--- config.mk ---
export PLATFORM = sky130hd
export DESIGN_NAME = display_scan_driver
export DESIGN_NICKNAME = d
export VERILOG_FILES = /design/src/rtl/display_pkg.sv /design/src/rtl/seg7_hex_decoder.sv /design/src/rtl/display_scan_driver.sv
export SDC_FILE = /design/constraint.sdc
export NUM_CORES = 1
export LEC_CHECK = 0
export CAP_MARGIN = 20
export CORE_ASPECT_RATIO = 1.1
export CORE_MARGIN = 4
export CORE_UTILIZATION = 55
export DETAILED_ROUTE_END_ITERATION = 16
export PLACE_DENSITY = 0.77
export REMOVE_ABC_BUFFERS = 1
export SLEW_MARGIN = 20
export SYNTH_ARGS = -nofsm -noshare
export SYNTH_HDL_FRONTEND = slang
export SYNTH_HIERARCHICAL = 1
export SYNTH_SLANG_ARGS = --single-unit
--- constraint.sdc ---
create_clock -name clk -period 11.6 [get_ports clk]
set_input_delay 1.74 -clock clk [delete_from_list [all_inputs] [get_ports clk]]
set_output_delay 1.74 -clock clk [all_outputs]
set_load 0.01 [all_outputs]
--- src/rtl/display_pkg.sv ---
// rtl/display_pkg.sv - shared constants, digit index type and hex-to-segment table for the scan driver
package display_pkg;

    // All segments off (active-low drive).
    localparam logic [6:0] SEG_BLANK = 7'h7F;

    // Digit index shared with the anode decoder.
    typedef logic [1:0] digit_idx_t;

    // Hex value to active-low {g,f,e,d,c,b,a}.
    function automatic logic [6:0] hex7(input logic [3:0] value);
        logic [6:0] s;
        case (value)
            4'h0: s = 7'b1000000;
            4'h1: s = 7'b1111001;
            4'h2: s = 7'b0100100;
            4'h3: s = 7'b0110000;
            4'h4: s = 7'b0011001;
            4'h5: s = 7'b0010010;
            4'h6: s = 7'b0000010;
            4'h7: s = 7'b1111000;
            4'h8: s = 7'b0000000;
            4'h9: s = 7'b0010000;
            4'hA: s = 7'b0001000;
            4'hB: s = 7'b0000011;
            4'hC: s = 7'b1000110;
            4'hD: s = 7'b0100001;
            4'hE: s = 7'b0000110;
            default: s = 7'b0001110;
        endcase
        return s;
    endfunction

endpackage

--- src/rtl/seg7_hex_decoder.sv ---
// rtl/seg7_hex_decoder.sv - combinational hex digit to active-low seven-segment decoder
//   value : 4-bit hex digit in
//   seg   : 7-bit active-low {g,f,e,d,c,b,a} out
module seg7_hex_decoder
    import display_pkg::*;
(
    input  logic [3:0] value,
    output logic [6:0] seg
);

    assign seg = hex7(value);

endmodule

--- src/rtl/display_scan_driver.sv ---
// rtl/display_scan_driver.sv - 4-digit seven-segment scan controller with double-buffered digits and blanking guard
//   clk, rst     : clock, synchronous active-high reset
//   digits_in    : four hex digits, [3:0] = digit 0 (rightmost)
//   dp_in        : per-digit decimal point request, 1 = lit
//   mask_in      : per-digit enable, 1 = shown
//   load         : one-cycle strobe capturing digits_in/dp_in/mask_in
//   en           : current digit index to the anode decoder
//   seg, dp      : active-low segment and decimal point drive
//   frame_done   : one-cycle pulse after the last slot of each frame
//   Optional: define DISPLAY_LEADING_ZERO_BLANK_EN to blank leading zero digits.
module display_scan_driver
    import display_pkg::*;
#(
    parameter int REFRESH_DIV  = 100000,
    parameter int GUARD_CYCLES = 1000
) (
    input  logic        clk,
    input  logic        rst,
    input  logic [15:0] digits_in,
    input  logic [3:0]  dp_in,
    input  logic [3:0]  mask_in,
    input  logic        load,
    output digit_idx_t  en,
    output logic [6:0]  seg,
    output logic        dp,
    output logic        frame_done
);

    localparam int             CW       = $clog2(REFRESH_DIV);
    localparam logic [CW-1:0]  CNT_LAST = CW'(REFRESH_DIV - 1);
    localparam logic [CW-1:0]  GUARD    = CW'(GUARD_CYCLES);

    logic [CW-1:0] cnt, cnt_n;
    digit_idx_t    en_n;
    logic          slot_end, frame_wrap;

    logic [15:0]   pend_digits, act_digits, act_digits_n;
    logic [3:0]    pend_dp, pend_mask, act_dp, act_mask, act_dp_n, act_mask_n;
    logic          pend_valid;

    logic [3:0]    cur_digit;
    logic [6:0]    cur_seg, seg_n;
    logic          dp_n, lz_blank;

    seg7_hex_decoder u_dec (
        .value (cur_digit),
        .seg   (cur_seg)
    );

    // Outputs are derived from next-state counter and buffer values so that
    // en, seg and dp all update on the same edge.
    always_comb begin
        slot_end     = (cnt == CNT_LAST);
        frame_wrap   = slot_end && (en == 2'd3);
        cnt_n        = slot_end ? '0 : cnt + 1'b1;
        en_n         = slot_end ? en + 2'd1 : en;

        act_digits_n = act_digits;
        act_dp_n     = act_dp;
        act_mask_n   = act_mask;
        if (frame_wrap) begin
            // A load landing on the wrap edge bypasses the pending buffer.
            if (load) begin
                act_digits_n = digits_in;
                act_dp_n     = dp_in;
                act_mask_n   = mask_in;
            end else if (pend_valid) begin
                act_digits_n = pend_digits;
                act_dp_n     = pend_dp;
                act_mask_n   = pend_mask;
            end
        end

        cur_digit = act_digits_n[{en_n, 2'b00} +: 4];

`ifdef DISPLAY_LEADING_ZERO_BLANK_EN
        case (en_n)
            2'd1:    lz_blank = (act_digits_n[15:4]  == 12'h000);
            2'd2:    lz_blank = (act_digits_n[15:8]  == 8'h00);
            2'd3:    lz_blank = (act_digits_n[15:12] == 4'h0);
            default: lz_blank = 1'b0;
        endcase
`else
        lz_blank = 1'b0;
`endif

        seg_n = SEG_BLANK;
        dp_n  = 1'b1;
        if (cnt_n >= GUARD && act_mask_n[en_n]) begin
            seg_n = lz_blank ? SEG_BLANK : cur_seg;
            dp_n  = ~act_dp_n[en_n];
        end
    end

    always_ff @(posedge clk) begin
        if (rst) begin
            cnt         <= '0;
            en          <= '0;
            seg         <= SEG_BLANK;
            dp          <= 1'b1;
            frame_done  <= 1'b0;
            pend_valid  <= 1'b0;
            pend_digits <= '0;
            pend_dp     <= '0;
            pend_mask   <= '0;
            act_digits  <= '0;
            act_dp      <= '0;
            act_mask    <= '0;
        end else begin
            cnt         <= cnt_n;
            en          <= en_n;
            seg         <= seg_n;
            dp          <= dp_n;
            frame_done  <= frame_wrap;
            act_digits  <= act_digits_n;
            act_dp      <= act_dp_n;
            act_mask    <= act_mask_n;
            if (frame_wrap) begin
                pend_valid <= 1'b0;
            end else if (load) begin
                pend_digits <= digits_in;
                pend_dp     <= dp_in;
                pend_mask   <= mask_in;
                pend_valid  <= 1'b1;
            end
        end
    end

endmodule

# Word-level counts from Yosys, hierarchy flattened
# Memory sizes are Yosys's and may differ from the RTL's. A register that Yosys moved wholly into a read port is not among the register bits.
# Cells that the tools add are included.
dict set report word_totals {
  out_inout_bits 11
  mem_bits_ro 112
  regBits 70
  mem_count 1
  in_bits 27
}
# memory depth word_bits rd rd_clocked_by_memory_dff write_ports line_no
set mem_list {}
lappend mem_list {{(name not given)} 16 7 1 1 0 display_pkg.sv:13} ;# case (value)
dict set report classes {
  magnitude_cmp 2
  reduce_logical 5
  add_sub_neg 2
  n_shift 1
  bitwise_logic 3
  muxes 15
  eq_ne 2
}
# cell n
set ops {}
lappend ops {{16-bit two-way mux} 3}
lappend ops {{4-bit two-way mux} 6}
lappend ops {{17-bit by 1-bit adder with 17-bit output (second input constant)} 1}
lappend ops {{17-bit equality test (second input constant)} 1}
lappend ops {{17-bit by 10-bit greater-or-equal comparator with 1-bit output (second input constant)} 1}
lappend ops {{17-bit two-way mux} 1}
lappend ops {{16-bit by 5-bit variable part select with 4-bit output} 1}
lappend ops {{1-bit binary-select mux with 2-bit select} 2}
lappend ops {{2-bit OR reduction} 2}
lappend ops {{2-bit by 3-bit less-than comparator with 1-bit output (second input constant)} 1}
lappend ops {{1-bit inverter} 3}
lappend ops {{2-bit by 1-bit adder with 2-bit output (second input constant)} 1}
lappend ops {{2-bit equality test (second input constant)} 1}
lappend ops {{1-bit logical AND} 2}
lappend ops {{1-bit two-way mux} 2}
lappend ops {{2-bit two-way mux} 1}
lappend ops {{2-bit AND reduction} 1}

# Longest topological paths before layout
dict set report logic_depth {
  word_depth 8
  ltp_mapped 18
  mapped_depth_nobuf 14
}

# Hierarchy
# The synthesis kept the hierarchy.
# module cells_per_inst area_each_um2 instances
set modules_own_cells {}
lappend modules_own_cells {display_scan_driver 511 3910.0 1}
lappend modules_own_cells {seg7_hex_decoder 32 275.3 1}

# Worst setup path after synthesis
# No wires, ideal clock.
dict set report synth_timing {
  path_kind {input-to-reg}
  start {input load}
  end {register seg[3]}
  required_time_ns 11.473
  setup_slack_ns 7.134
  arrival_ns 4.339
  setup_time_ns 0.127
  n_path_buf 3
  cell_stages 12
  path_cell_list {clkbuf_1 clkbuf_1 buf_1 a21oi_1 nor3_1 a22oi_1 nand2_1 inv_1 ha_1 inv_1 mux4_1 or3_1}
}
dict set report synth_via {
  elab_cells_between_ends 10
  classes_between {shift: 1; mux: 6; bitwise: 1; reduce/logical: 2}
}
# item line_no
set synth_rtl {}
lappend synth_rtl {{from (decl)} display_scan_driver.sv:22} ;# input logic load,
lappend synth_rtl {{16-bit two-way mux} display_scan_driver.sv:63} ;# if (load) begin
lappend synth_rtl {{16-bit two-way mux} display_scan_driver.sv:61} ;# if (frame_wrap) begin
lappend synth_rtl {{16-bit by 5-bit variable part select with 4-bit output} display_scan_driver.sv:74} ;# cur_digit = act_digits_n[{en_n, 2'b00} +: 4];
lappend synth_rtl {{named net cur_digit[0]} display_scan_driver.sv:41} ;# logic [3:0] cur_digit;
lappend synth_rtl {{to (decl)} display_scan_driver.sv:24} ;# output logic [6:0] seg,
# The timed path passes the listed nets, and every way through them passes these cells. The select of a mux whose other input is x is not followed.
# A chain may end at the register's enable or synchronous reset.

# Worst setup path after layout
# Ends and elaborated chain as after synthesis.

==> summary by stage <==
Power
The internal portion of the total power is 0.449 mW. The sum of internal, switching and leakage power is ~0.57 mW. The share of total power in the clock network is between 40% and 50%. The switching share of power is 21.4%. For this design the static power due to leakage is 1.70 nW.

The reported net switching power is 0.122 mW. Dividing total power by cell area gives a power density of 120 nW/um2. The proportion of power drawn by combinational gates is about 7.0%.

The worst ir drop on vdd is 0.0901 mV. In this run, flip-flops and latches consume 48.0% of the power.

CTS
The clock-pin slew of the registers on the worst-case setup and hold paths is roughly 0.07 ns. Clock latency on the worst-skew pair, taken at its later pin, is 0.35 ns. The CTS tree is built.

The largest buffer count on any clock path is 2. The total setup buffers inserted after CTS is 0. The clock tree synthesis step divided the H-tree into 3 levels.

CTS placed an instance of clkbuf_8 at the clock tree root. In this run, post-CTS hold repair placed 0 buffers. The number of cells upsized or downsized after cts is 0. In this run, CTS created clock tree buffers numbering 9. The clock sink count is 77.

Synth
The commonest register cell after synthesis is dfxtp_1. A synthesized cell averages 7.71 um2. After synthesis, the share of flip-flops with an asynchronous set or reset is 0%.

Yosys mapped the design onto 55 distinct sky130hd cell types. The dominant combinational cell family by area after synthesis is simple AND/OR/NAND/NOR gates. The count of state elements after synthesis is 77. The count of flip-flops with a built-in enable after synthesis is 0. The number of instances in the synthesized netlist is 543.

After synthesis, flip-flops and latches occupy 36.8% of the total area. The number of synthesis warnings is 6. The complex-gate fraction of the synthesized area is 12.6%. Summing the areas of all and, or, nand and nor instances in the mapped netlist gives 36.0% of the synthesized area. The cell area after technology mapping is between 4000 and 5000 um2. The share of cell area taken by muxes after synthesis is 2.60%. Of the total synthesized cell area, the portion taken by full adders, half adders and majority gates is under 10%. The post-synthesis share of cell area spent on xor and xnor gates is ~4.4%.

Cells and area
After the flow finishes, the layout carries non-filler instances totaling 649. The area added between synthesis and finish is 14.2%. The number of antenna diodes in the final layout is 0. Cells with a size suffix above 1 make up 8.72% of the layout. Once layout is done, the placed cells without fillers occupy 4780 um2. The number of nets in the layout is 593. The number of filler instances in the final layout is 662.

STA
The hold violation total from the final report is 0. Of the available clock period, the critical path in the final layout requires 43.8%. The slew at the pin with the worst max-slew slack is 0.965 ns. The worst clock skew on the final layout is between 0.004 and 0.005 ns. Setup repair after global routing left no endpoint under its margin.

In the post-route analysis, the smallest setup slack over all paths is 6.52 ns. The final-report max-slew violation count was 0. The relative slew slack is 35.7%. The sum of negative setup slack is 0 ns. The worst path in the final design needs a cycle of between 5 and 6 ns, including I/O delays and setup. The highest clock rate is 0.197 GHz.

Setup violations remaining at the end of the flow were counted as 0.

Worst hold path
The tightest min-delay check is of the flip-flop to flip-flop type. For hold timing, the worst endpoint is pend_dp[3]. The worst hold path was traced through 2 stages. The startpoint identified for the worst hold timing path is pend_dp[3].

Critical path
The data arrival time at the worst-slack endpoint is 5.32 ns. The slowest stage of the critical path is the nand4_1 cell. The reg-to-reg setup timing slack is 7.22 ns. The library cell appearing most often on the critical path is inv_1. The critical path contains buffers and inverters numbering 4 combined.

The worst stage delay on the critical path is about 0.70 ns. The critical path goes through clkdlybuf4s50_1, buf_4, nand4_1, nor2_1, nor3_1, a22oi_1, nand2_1, inv_1, ha_1, inv_1, mux4_1, or3_1. The type of destination of the critical path is a flip-flop.

The endpoint identified for the worst register-to-register timing path is seg[3]. The startpoint of the lowest-slack register-to-register path is cnt[5]. The cell depth of the worst flop-to-flop path is 12. The path type of the worst setup path is primary input to flip-flop. In this run the worst path has a maximum fanout of 31. The required time of the critical path is 11.83 ns. The cell family with the largest share of critical-path delay is simple AND/OR/NAND/NOR gates.

STA classifies the critical path startpoint as a primary input.

Global routing
The via count of the first global-routing pass is between 3000 and 4000. The number of antenna violations at the first check in global routing was 0. For this run, the total global-route usage over all layers was measured as 22.6%. After global routing the overflow that remains totals 0. The first global-routing pass estimated 16.8 mm of wire. The maximum number of pins on one net before global-route repair is 59.

Floorplanning
After floorplanning, the core was divided into 33 placement rows. The die covers 9070 um2. The initial utilization of the core area, before any placement, comes to 56.3%. In this run the standard cell core region covers roughly 7400 um2. Measured along the y axis, the die boundary spans 99.5 um. The die is 91.2 um wide. 38 I/O pins were placed.

Drt
The detail-routed net length per standard cell is 15.4 um. The average via count per standard cell is 6.04. Summing over every cut layer, the via total after detailed routing is 3920.

The initial detailed-routing violation count is roughly 240. The highest metal layer carrying signal wires in the routed design is met4. The first detailed-routing pass ran for 5 iterations. The total detailed-routing wirelength is 10.0 mm. In the final routing, the length of wire on met1 measures 4.38 mm.

Detailed routing placed a total of approximately 400 um of wire on met3. For this run, design rule violations remaining after detail routing come to 0. The number of nets still failing antenna checks after routing is 0. Wire segments on met2 add up to 4.95 mm in the final route.

Place
The post-detailed-placement half-perimeter wirelength is 6.62 mm. Before CTS, the worst setup slack after placement is about 6.2 ns. Once placement completed, the tool counted placed cells totaling 633.

The final estimated routing congestion in global placement is 0.871. The count of input and output buffers is 37. The cell area after placement is roughly 4500 um2.

Run
The number of maximum-capacitance constraint violations is 0.

Status
The flow ran to the end, and the final reports show no timing, DRC or antenna violations.
## through the flow
step	hold WS, ns	util, %
6_report	0.455	64.3
5_1_grt	0.480	64.3
4_1_cts	0.453	64.3
3_5_place_dp	0.443	60.8
3_3_place_gp	0.434	60.8
2_1_floorplan	0.425	-
## power groups by stage
stage | Combinational [mW] | Clock, mW | Sequential (mW)
6_report | 0.0399 | 0.257 | 0.274
5_1_grt | 0.0442 | 0.272 | 0.275
4_1_cts | 0.0397 | 0.262 | 0.274
3_5_place_dp | 0.0397 | 0 | 0.280
3_3_place_gp | 0.0389 | 0 | 0.280
2_1_floorplan | 0.0190 | 0 | 0.280
## layout make-up
| class | count | area [um2] | share of cell area, % |
|---|---|---|---|
| multi-input combinational | 419 | 2440 | 51.0 |
| sequential | 77 | 1540 | 32.2 |
| timing repair buffer | 42 | 403 | 8.43 |
| clock buffer | 13 | 169 | 3.53 |
| tap | 87 | 109 | 2.28 |
| clock inverter | 3 | 90.1 | 1.88 |
| inverter | 8 | 30.0 | 0.628 |
## layer usage
metal | GRT usage [%] | up-vias
met3 | 3.33 | 25
met2 | 39.2 | 100
met1 | 26.8 | 1867
met4 | 12.5 | 0
met5 | 0 | -
li1 | - | 1928
## worst min-delay path, cell delays in order (launching register included)
cell     delay [ns]
dfxtp_1        0.31
nand2_1        0.05
a21oi_1        0.05
## registers in the layout, indices dropped and copies added, names as in the netlist
signal / count
cnt: 17
act_digits: 16
seg: 7
pend_valid: 1
act_mask: 4
act_dp: 4
pend_digits: 16
dp: 1
en: 2
pend_mask: 4
pend_dp: 4
frame_done: 1
## how the worst max path moves through the flow
stage | from | slack, ns | cells past startpoint | endpoint
after detailed placement | load | 6.18 | 12 | seg[3]
after global routing | load | 6.24 | 12 | seg[3]
after floorplan | cnt[5] | 7.34 | 11 | seg[3]
final | load | 6.52 | 12 | seg[3]
after CTS | load | 6.59 | 12 | seg[3]
after global placement | load | 6.37 | 12 | seg[3]
## kinds of logic after synthesis
logic type,Yosys count
AND/OR/NAND/NOR,293
AO/OA/AOI/OAI,87
flip-flops,77
buffers and inverters,47
XOR/XNOR,21
multiplexers,9
adder cells (fa/ha/maj),9
## cell usage after synthesis, drive strengths merged (3+ instances only)
library cell   n  area (um2)
nor2          93         349
dfxtp         77        1540
nand2         68         255
a21oi         53         265
clkbuf        28         105
nor3          23         115
nor4          19         134
or2           19         119
nand4b        17         149
or3           15        98.8
xnor2         12         105
buf           11        70.1
a22oi          9        67.6
ha             9         113
xor2           9        78.8
inv            8        30.0
mux2i          6        60.1
nand3          6        30.0
o21ai          6        30.0
nand4          5        31.3
a31oi          4        25.0
and2           4        27.5
nor4b          4        35.0
and4           3        26.3
nand3b         3        22.5
nor2b          3        18.8
## cells in the final DEF (no fill, tap or decap), drive strengths merged, types with 3 or more instances in the layout
cell,instances
a22oi,9
a21oi,53
and2,4
nor4b,4
or3,15
nand4,5
nor4,19
nor3,23
o21ai,6
nor2b,3
ha,9
a31oi,4
clkbuf,13
nand3,6
mux2i,6
xor2,9
bufinv,3
nand4b,17
buf,6
nor2,93
inv,8
and4,3
nand2,68
clkdlybuf4s50,36
or2,19
xnor2,12
dfxtp,77
nand3b,3
(Power assumes the default switching activity.)
